**config.mk**
```make
export PLATFORM = sky130hd
export DESIGN_NAME = mem_access_aligner
export DESIGN_NICKNAME = d
export VERILOG_FILES = /design/src/rtl/mem_access_aligner.sv
export SDC_FILE = /design/constraint.sdc
export NUM_CORES = 1
export LEC_CHECK = 0
export BUFFER_PORTS_ARGS = -buffer_cell sky130_fd_sc_hd__buf_2
export CORE_UTILIZATION = 45
export CTS_CLUSTER_DIAMETER = 80
export DETAILED_ROUTE_END_ITERATION = 8
export PLACE_DENSITY = 0.69
export SETUP_SLACK_MARGIN = 0.4
export SYNTH_ARGS = -nofsm -noshare
export SYNTH_HDL_FRONTEND = slang
export SYNTH_SLANG_ARGS = --single-unit
```
**constraint.sdc**
```tcl
create_clock -name clk -period 5.5 [get_ports clk]
set_input_delay 0.275 -clock clk [delete_from_list [all_inputs] [get_ports clk]]
set_output_delay 0.275 -clock clk [all_outputs]
set_load 0.1 [all_outputs]
```
**src/rtl/mem_access_aligner.sv**
```systemverilog
// rtl/mem_access_aligner.sv - load/store alignment unit between MEM stage and data cache port
// Optional feature macro: MISALIGN_TRAP_EN (misaligned accesses respond with an error instead of splitting)
module mem_access_aligner #(
  parameter int XLEN   = 32,
  parameter int ADDR_W = 32
) (
  input  logic              clk,
  input  logic              rst_n,
  input  logic              req_valid,
  output logic              req_ready,
  input  logic              req_we,
  input  logic [2:0]        req_funct3,
  input  logic [ADDR_W-1:0] req_addr,
  input  logic [XLEN-1:0]   req_wdata,
  output logic              dc_valid,
  input  logic              dc_ready,
  output logic [ADDR_W-1:0] dc_addr,
  output logic [XLEN/8-1:0] dc_we_mask,
  output logic [XLEN-1:0]   dc_wdata,
  input  logic              dc_rvalid,
  input  logic [XLEN-1:0]   dc_rdata,
  output logic              resp_valid,
  output logic [XLEN-1:0]   resp_rdata,
  output logic              resp_err
);

  localparam int NB = XLEN / 8;
  localparam int OW = $clog2(NB);
  localparam logic [OW:0] NB_W = (OW+1)'(NB);

  typedef logic [2*NB-1:0]   mask2_t;
  typedef logic [2*XLEN-1:0] data2_t;

  typedef enum logic [2:0] {IDLE, BEAT0, WAIT0, BEAT1, WAIT1, RESP} state_t;

  state_t            state, state_n;
  logic              r_we;
  logic [2:0]        r_funct3;
  logic [ADDR_W-1:0] r_addr;
  logic [XLEN-1:0]   r_wdata;
  logic [XLEN-1:0]   r_lo;
  logic [XLEN-1:0]   resp_rdata_q;
  logic              resp_err_q;

  logic [OW-1:0]     off;
  logic              split;
  logic [ADDR_W-1:0] a0, a1;
  mask2_t            mask_wide;
  data2_t            data_wide;
  logic [XLEN-1:0]   rd_lo, rd_hi;
  logic [OW+3:0]     sh_hi;

  logic              accept;
  logic              lo_set;
  logic              resp_set;
  logic [XLEN-1:0]   resp_rdata_d;
  logic              resp_err_d;

  function automatic logic crosses(input logic [OW-1:0] o, input logic [1:0] sz);
    logic [4:0] span;
    span = 5'(o) + (5'd1 << sz);
    return span > 5'(NB);
  endfunction

  function automatic logic size_illegal(input logic [1:0] sz);
    return (XLEN == 32) && (sz == 2'b11);
  endfunction

  // Left-justify the access so bit 8S-1 lands on the MSB, then shift back.
  function automatic logic [XLEN-1:0] extend(input logic [XLEN-1:0] v,
                                             input logic [1:0] sz,
                                             input logic uns);
    logic [7:0]             sh;
    logic [XLEN-1:0]        t;
    logic signed [XLEN-1:0] ts;
    sh = 8'(XLEN) - (8'd8 << sz);
    t  = v << sh;
    ts = $signed(t) >>> sh;
    return uns ? (t >> sh) : $unsigned(ts);
  endfunction

  always_comb begin
    off       = r_addr[OW-1:0];
    split     = crosses(off, r_funct3[1:0]);
    a0        = {r_addr[ADDR_W-1:OW], {OW{1'b0}}};
    a1        = a0 + ADDR_W'(NB);
    // Low half of the wide mask/data serves beat 0, the high half spills into beat 1.
    mask_wide = ((mask2_t'(1) << (4'd1 << r_funct3[1:0])) - mask2_t'(1)) << off;
    data_wide = data2_t'(r_wdata) << {off, 3'b000};
    sh_hi     = {NB_W - {1'b0, off}, 3'b000};
    rd_lo     = dc_rdata >> {off, 3'b000};
    rd_hi     = dc_rdata << sh_hi;
  end

  always_comb begin
    state_n      = state;
    accept       = 1'b0;
    lo_set       = 1'b0;
    resp_set     = 1'b0;
    resp_rdata_d = '0;
    resp_err_d   = 1'b0;
    case (state)
      IDLE: begin
        if (req_valid) begin
          accept = 1'b1;
          if (size_illegal(req_funct3[1:0])) begin
            state_n    = RESP;
            resp_set   = 1'b1;
            resp_err_d = 1'b1;
          end
`ifdef MISALIGN_TRAP_EN
          else if (crosses(req_addr[OW-1:0], req_funct3[1:0])) begin
            state_n    = RESP;
            resp_set   = 1'b1;
            resp_err_d = 1'b1;
          end
`endif
          else begin
            state_n = BEAT0;
          end
        end
      end
      BEAT0: begin
        if (dc_ready) begin
          if (!r_we) begin
            state_n = WAIT0;
          end else if (split) begin
            state_n = BEAT1;
          end else begin
            state_n  = RESP;
            resp_set = 1'b1;
          end
        end
      end
      WAIT0: begin
        if (dc_rvalid) begin
          if (split) begin
            state_n = BEAT1;
            lo_set  = 1'b1;
          end else begin
            state_n      = RESP;
            resp_set     = 1'b1;
            resp_rdata_d = extend(rd_lo, r_funct3[1:0], r_funct3[2]);
          end
        end
      end
      BEAT1: begin
        if (dc_ready) begin
          if (r_we) begin
            state_n  = RESP;
            resp_set = 1'b1;
          end else begin
            state_n = WAIT1;
          end
        end
      end
      WAIT1: begin
        if (dc_rvalid) begin
          state_n      = RESP;
          resp_set     = 1'b1;
          resp_rdata_d = extend(r_lo | rd_hi, r_funct3[1:0], r_funct3[2]);
        end
      end
      RESP:    state_n = IDLE;
      default: state_n = IDLE;
    endcase
  end

  always_ff @(posedge clk or negedge rst_n) begin
    if (!rst_n) begin
      state        <= IDLE;
      r_we         <= 1'b0;
      r_funct3     <= 3'b000;
      r_addr       <= '0;
      r_wdata      <= '0;
      r_lo         <= '0;
      resp_rdata_q <= '0;
      resp_err_q   <= 1'b0;
    end else begin
      state <= state_n;
      if (accept) begin
        r_we     <= req_we;
        r_funct3 <= req_funct3;
        r_addr   <= req_addr;
        r_wdata  <= req_wdata;
      end
      if (lo_set) begin
        r_lo <= rd_lo;
      end
      if (resp_set) begin
        resp_rdata_q <= resp_rdata_d;
        resp_err_q   <= resp_err_d;
      end
    end
  end

  always_comb begin
    req_ready  = (state == IDLE);
    dc_valid   = 1'b0;
    dc_addr    = '0;
    dc_we_mask = '0;
    dc_wdata   = '0;
    resp_valid = (state == RESP);
    resp_rdata = resp_rdata_q;
    resp_err   = resp_err_q;
    if (state == BEAT0) begin
      dc_valid = 1'b1;
      dc_addr  = a0;
      if (r_we) begin
        dc_we_mask = mask_wide[NB-1:0];
        dc_wdata   = data_wide[XLEN-1:0];
      end
    end else if (state == BEAT1) begin
      dc_valid = 1'b1;
      dc_addr  = a1;
      if (r_we) begin
        dc_we_mask = mask_wide[2*NB-1:NB];
        dc_wdata   = data_wide[2*XLEN-1:XLEN];
      end
    end
  end

endmodule

```
==> key figures, run 1 <==
Placement
  • Routability Congestion: between 0.9 and 1
  • Port Buffers: approximately 200
  • Dpl hpwl: approximately 19,000 um

Detailed routing
  • Antenna Violating Nets Remaining: 0
  • Total wirelength of the detailed-routed design: ~26,000 um
  • Via Count: around 8,000
  • Initial DRC Count: 671
  • Number of iterations in the first detailed-routing pass: 5
  • Residual DRC: 0
  • Drt wl/cell: approximately 19 um
  • Average via count per standard cell: 5.87

Synth
  • Post-synthesis cell type count: 58
  • Mean cell area of the mapped netlist: between 9 and 10 sq um
  • Sequential share of the synthesized area: between 30% and 40%
  • Cells after Synth: between 900 and 1,000
  • Most used flip-flop cell after synthesis: sky130_fd_sc_hd__dfrtp_1
  • Mapped cell area: between 8000 and 9000 sq um
  • Flops & latches, synth: about 140
  • Number of enable flip-flop cells after synthesis: 0
  • Ys Warns: 0
  • Synth async-reset ratio: 100%

Timing
  • Setup TNS: 0 ns
  • Top achievable clock speed: roughly 260 MHz
  • Minimum period implied by the final worst setup slack: 3.87 ns
  • Tightest slew margin relative to the limit: approximately 28%
  • Max Clock Skew: about 0.011 ns
  • Final Hold Vio Count: 0
  • Hold slack: 0.0525 ns
  • Final Setup Violations: 0
  • Transition at the pin with the smallest max-transition slack: around 1.1 ns
  • Unrepaired setup endpoints after global routing: false
  • Period utilisation layout: between 70% and 80%
  • Final number of max-transition violations: 0

Layout
  • Post-layout nets: between 1,000 and 1,500
  • Antenna cell count: 0
  • Filler cells: between 1,500 and 2,000
  • Share of cells above drive strength 1: 30.1%
  • Area added between synthesis and finish: 19.8%

Floorplanning
  • Site Rows: 50
  • Effective utilization at floorplan: between 40% and 50%
  • Floorplan die area: 20,000 sq um
  • Die height: ~140 um
  • Die W: approximately 140 um
  • Total I/O pin count: about 210
  • Core Box Area: around 19,000 sq um

Job
  • Maxcap violations: 0

Global route
  • GRT Resource Usage Total: a little over a quarter
  • Wire length of the first global-routing pass: between 40,000 and 50,000 um
  • Antenna violations before repair: 1
  • Maximum number of pins on one net before global-route repair: 80
  • Global route overflow: 0
  • Gr busiest metal: met2
  • Global routing usage on met2: 41.3%
  • Met1 track demand over resource in global routing: approximately a third
  • Number of global-route vias before repair: between 7,000 and 8,000
  • GR Util met3: approximately 7.7%

Setup path
  • CP endpoint kind: output port
  • Startpoint of the most critical setup path: r_addr[0]
  • Startpoint type of the worst setup path: register
  • Crit path max fanout: a little over 70
  • Critical path required time: around 5.2 ns
  • Critical Setup Path Class: reg -> out
  • Launching point of the worst reg2reg path: r_funct3[0]
  • CP arrival: ~3.6 ns

Status
  • Status: finished, final reports clean

CTS
  • Clock slew seen by the registers of the worst setup and hold paths: ~0.06 ns
  • Number of clock sinks: roughly 140
  • Clock latency of the later-clocked register in the worst-skew pair: roughly 0.43 ns
  • Buffers inserted during post-CTS setup optimization: 0
  • Clock tree from TritonCTS: yes
  • Maximum number of buffers from clock root to sink: 2
  • Cell chosen for the clock root: sky130_fd_sc_hd__clkbuf_16
  • # H-tree levels: 4
  • Number of buffers added by the clock tree synthesis step: 17

Hold path
  • Hold Startpoint: req_addr[8]
  • Path category of the worst min-delay check: in -> reg
-- stage by stage --
step	cell area (sq um)	worst slack [ns]	util, %	instances
5_1_grt	10500	1.46	55.5	1398
6_report	10500	1.63	55.5	1398
3_3_place_gp	9840	2.01	52.2	1365
4_1_cts	10500	1.64	55.5	1398
2_1_floorplan	8730	1.31	-	962
3_5_place_dp	9840	1.83	52.2	1365
-- worst max-delay path: stages (launching register included) --
cell and delay, ns:
sky130_fd_sc_hd__dfrtp_4 0.62, sky130_fd_sc_hd__buf_4 0.75, sky130_fd_sc_hd__nor2b_1 0.63, sky130_fd_sc_hd__buf_4 0.30, sky130_fd_sc_hd__a21oi_1 0.08, sky130_fd_sc_hd__nor2_1 0.08, sky130_fd_sc_hd__a31oi_1 0.05, sky130_fd_sc_hd__nor2_1 0.17
sky130_fd_sc_hd__buf_2 0.46
-- cells in the mapped netlist (all sizes together), types with 2 or more instances --
cell type  number  area (sq um)
nand2          92           345
ha              5          62.6
nand4           7          43.8
nand3          18          90.1
and4            2          17.5
inv            13          48.8
dfrtp         136          3400
a21boi          2          15.0
a221o          20           200
a211oi         16           120
o31ai          18           135
nor2b          12          77.6
or2             5          31.3
nor4            3          25.0
and3            3          18.8
nand2b          8          50.1
a31oi           8          50.1
o21ai          68           340
mux2i          68           681
nor2           87           329
a2bb2oi         2          30.0
a22oi           5          42.5
xnor2          14           123
or3            12          75.1
a211o          13           114
o22ai          20           125
mux2           76           856
a21oi          89           445
buf            43           239
nor3           20           110
xor2           10          87.6
and3b           4          35.0
clkbuf         32           120
and2           15          93.8
a21o            2          15.0
-- state kept, by name (all words and copies together) (netlist names) --
name and count:
r_funct3 3, r_wdata 32, resp_err 1, r_lo 32
r_we 1, resp_rdata 32, r_addr 32, state 3
-- logic make-up (layout without fill, tap and decap cells) --
group / count (synthesis) / after routing / synth area share (%)
muxes: 144 / 144 / 17.6
DFF: 136 / 136 / 39.0
adders and majority gates: 6 / 6 / 0.946
xor gates and xnor gates: 24 / 24 / 2.41
other: 1 / 2 / 0.0430
and+or+nand+nor: 292 / 292 / 15.9
buffers and inverters: 88 / 264 / 4.67
AOI/OAI and AO/OA: 270 / 270 / 19.5
-- final timing paths --
kind	to	slack, ns	cells past startpoint
worst max-delay path	dc_wdata[17]	1.63	8
worst min-delay path	r_addr[8]	0.05	3
worst max register to register	r_lo[4]	1.75	9
worst min register to register	resp_rdata[2]	0.47	1
max in group asynchronous	resp_rdata[10]	3.79	3
min in group asynchronous	resp_rdata[27]	0.47	2
-- cells in the final DEF (no fill, tap or decap), drive strengths merged, types with 13 or more instances in the layout --
cell type	count
nand3	18
a221o	20
xnor2	14
clkbuf	19
mux2	76
a211o	13
nand2	92
a211oi	16
o21ai	68
o31ai	18
inv	17
dfrtp	136
o22ai	20
buf	218
and2	15
mux2i	68
nor2	87
nor3	20
a21oi	89
-- layer usage --
layer  part of all wire [%]  up-vias
met4                    2.1        0
met3                    9.7       40
met5                      0        -
met1                     43     3954
met2                     45      404
li1                       -     3815
-- cell type report --
class                      count  area [sq um]  area share (%)
sequential                   136          3410            32.6
tap                          260           325            3.11
timing repair buffer         219          1140            10.9
clock inverter                13           168            1.60
clock buffer                  19           443            4.24
multi-input combinational    738          4930            47.1
inverter                      13          48.8           0.467
-- repair_timing --
| action | CTS | global route |
|---|---|---|
| hold buffers | 1 | 0 |
| hold endpoints to repair | 78 | 0 |
| gates resized for setup | 0 | 0 |
Power of run 1 is left out: the tool's default activity adds up to more than one toggle a clock period on the data nets, which glitch-free logic cannot reach.
==> run 2: changes to the inputs <==
Settings changed: ABC_AREA set to 1, PLACE_DENSITY 0.69 to 0.71.
Clock period 5.5 ns to 3.1 ns, I/O delays scaled along.
==> run 2 against run 1 <==
- first-iteration DRC count up 39%
- non-clock buffer count up 83
- worst setup slack worse by 1.2 ns
- die area up 4.0%
==> key figures, run 2 <==
Hold path
  • Worst hold path stage count: 3
  • Path category of the worst min-delay check: in -> reg
  • Hold Path Sink: r_funct3[1]
  • Hold Startpoint: req_funct3[1]

Floorplanning
  • Total I/O pin count: between 200 and 250
  • Core Box Area: approximately 20,000 sq um
  • Die height: around 140 um
  • Effective utilization at floorplan: 46.2%
  • Site Rows: 51
  • Die W: about 140 um
  • Floorplan die area: just over 20,000 sq um

Synth
  • Cells after Synth: 1,367
  • Sequential share of the synthesized area: 37.5%
  • Most used flip-flop cell after synthesis: sky130_fd_sc_hd__dfrtp_1
  • Library cell with the highest instance count after synthesis: sky130_fd_sc_hd__nand2_1
  • Flops & latches, synth: ~140
  • Largest cells by area after synthesis: sky130_fd_sc_hd__dfrtp_1 37%, sky130_fd_sc_hd__nand2_1 21%, sky130_fd_sc_hd__o21ai_0 8.2%, sky130_fd_sc_hd__inv_1 4.1%, sky130_fd_sc_hd__nor2_1 3.8%
  • Post-synthesis cell type count: ~50
  • Number of enable flip-flop cells after synthesis: 0
  • Mapped cell area: a little over 9000 sq um
  • Cell type contributing the most total cell area after synthesis: sky130_fd_sc_hd__dfrtp_1
  • Mean cell area of the mapped netlist: roughly 6.6 sq um
  • Most numerous cell types in the synthesized netlist: 511 x sky130_fd_sc_hd__nand2_1, 148 x sky130_fd_sc_hd__o21ai_0, 136 x sky130_fd_sc_hd__dfrtp_1
  • Share of the synthesized area in the top cell type: 37.5%
  • Ys Warns: 0
  • Synth async-reset ratio: 100%

Timing
  • Transition at the pin with the smallest max-transition slack: between 0.7 and 0.8 ns
  • Final Hold Vio Count: 0
  • Tightest slew margin relative to the limit: 50.2%
  • Setup TNS: 0 ns
  • Hold slack: approximately 0.028 ns
  • Top achievable clock speed: between 300 and 400 MHz
  • Unrepaired setup endpoints after global routing: true
  • Period utilisation layout: a little over four fifths
  • Max Clock Skew: 0.0103 ns
  • Final number of max-transition violations: 0
  • Final Setup Violations: 0
  • Minimum period implied by the final worst setup slack: 2.62 ns

Setup path
  • Critical path required time: about 3 ns
  • Startpoint type of the worst setup path: register
  • Reg-to-Reg End: resp_rdata[0]
  • Critical Setup Path Class: reg -> out
  • Crit path max fanout: 5
  • Logic depth of the worst register-to-register path: 14
  • Launching point of the worst reg2reg path: r_funct3[0]
  • Startpoint of the most critical setup path: r_addr[3]
  • Reg2reg setup slack: 0.53 ns
  • CP arrival: around 2.5 ns
  • CP endpoint kind: output port

Pwr
  • Clk network pwr share: 13.1%
  • Ratio of total power to cell area: between 1000 and 1500 nW/um^2
  • Net switching fraction of the power: between 50 and 60%
  • Combinational power share: approximately two thirds
  • Net switching component of the power: approximately 9 mW
  • Worst voltage drop across the vdd grid: around 1 mV
  • Relative contribution of sequential cells to total power: 20.3%
  • Power Internal: about 6.6 mW
  • Overall power of the completed layout: about 16 mW
  • Static Leakage: a little over 6 nW

Detailed routing
  • Drt wl/cell: approximately 18 um
  • Total wirelength of the detailed-routed design: between 30,000 and 40,000 um
  • Number of iterations in the first detailed-routing pass: 5
  • Antenna Violating Nets Remaining: 0
  • Initial DRC Count: around 930
  • Via Count: about 11,000
  • Average via count per standard cell: 5.58
  • Residual DRC: 0

Job
  • Maxcap violations: 0

Layout
  • Share of cells above drive strength 1: between 20% and 30%
  • Most frequent cells in the layout: 509 x sky130_fd_sc_hd__nand2_1, 145 x sky130_fd_sc_hd__buf_2, 140 x sky130_fd_sc_hd__o21ai_0
  • Post-layout nets: approximately 1,700
  • Antenna cell count: 0
  • Area added between synthesis and finish: 40.8%
  • Commonest non-fill, non-tap cell in the layout: sky130_fd_sc_hd__nand2_1
  • Layout Cell Area excl Fill: 12,800 sq um

CTS
  • Clock tree from TritonCTS: yes
  • Maximum number of buffers from clock root to sink: 2
  • Clock slew seen by the registers of the worst setup and hold paths: about 0.060 ns
  • # H-tree levels: 4
  • Number of clock sinks: around 140
  • Clock latency of the later-clocked register in the worst-skew pair: approximately 0.43 ns
  • Cell chosen for the clock root: sky130_fd_sc_hd__clkbuf_16
  • Number of buffers added by the clock tree synthesis step: 17

Global route
  • Number of global-route vias before repair: ~10,000
  • Maximum number of pins on one net before global-route repair: 98
  • GRT Resource Usage Total: about a third
  • Wire length of the first global-routing pass: around 53,000 um
  • Antenna violations before repair: 0
  • Global route overflow: 0

Placement
  • Routability Congestion: between 0.9 and 1
  • Cell Area, Placed: between 10,000 and 15,000 sq um
  • Dpl hpwl: 24,200 um
  • Port Buffers: 206

Status
  • Status: finished, final reports clean
==> run 2: final cells by class <==
cell class,instances,area (sq um)
clock buffers,23,478
clock inverters,9,114
fillers,1714,6870
inverters,112,434
multi-input cells,1047,5240
flip-flops and latches,136,3410
well taps,265,332
repair buffers,302,2770
==> run 2: worst max-delay path, cell delays in order, from the launching register on <==
cell and delay (ns):
sky130_fd_sc_hd__dfrtp_1 0.35, sky130_fd_sc_hd__ha_2 0.24, sky130_fd_sc_hd__nand3_4 0.13, sky130_fd_sc_hd__nor2_4 0.12, sky130_fd_sc_hd__nand2_1 0.09, sky130_fd_sc_hd__nor2_1 0.13, sky130_fd_sc_hd__nand2_1 0.13, sky130_fd_sc_hd__nor2_4 0.15
sky130_fd_sc_hd__nand2_1 0.09, sky130_fd_sc_hd__nor3_2 0.15, sky130_fd_sc_hd__xor2_1 0.21, sky130_fd_sc_hd__nor2_2 0.06, sky130_fd_sc_hd__buf_6 0.18
==> run 2: worst max-delay path by stage <==
stage                          end  slack, ns  cells after the start
floorplan              dc_addr[10]      -0.28                      5
global placement    resp_rdata[26]       0.30                     13
detailed placement  resp_rdata[26]       0.20                     13
CTS                    dc_addr[20]       0.35                     12
global route           dc_addr[20]       0.31                     12
finish                 dc_addr[20]       0.48                     12
==> run 2: routing by layer <==
layer	vias to the layer above	GRT usage, %	wire length, um
li1	4977	-	-
met1	4926	40.8	13500
met2	568	57.3	16900
met3	105	5.36	2530
met4	0	16.7	1570
met5	-	0	0
==> run 2: cell families after synthesis <==
family,count (synthesis),synth area share (%)
AOI/OAI and AO/OA,310,19.4
xor gates and xnor gates,14,1.35
adders and majority gates,6,0.909
buffers and inverters,186,8.69
DFF,136,37.5
muxes,2,0.220
other,1,0.0413
and+or+nand+nor,712,31.9
==> run 2: timing repair <==
item / CTS / global route
endpoints found under the setup margin: 70 / 97
hold buffers: 67 / 0
resized for setup: 16 / 41
endpoints found under the hold margin: 139 / 0
setup buffers: 0 / 2
pin swaps: 0 / 2
cloned: 0 / 1
==> run 2: power groups by stage <==
stage | clock [mW] | sequential, mW | combinational (mW)
after floorplan | 0 | 3.91 | 6.52
after global placement | 0 | 3.20 | 10.0
after detailed placement | 0 | 3.21 | 10.1
after CTS | 2.10 | 3.19 | 10.2
after global routing | 2.17 | 3.31 | 11.2
final | 2.09 | 3.23 | 10.6
==> run 2: stage by stage <==
stage	util (%)	cells	setup slack, ns
6_report	65.1	1894	0.476
5_1_grt	65.1	1894	0.314
4_1_cts	64.1	1891	0.353
3_5_place_dp	57.5	1792	0.196
3_3_place_gp	57.5	1792	0.296
2_1_floorplan	-	1368	-0.283
Power figures use the tool's default switching activity.
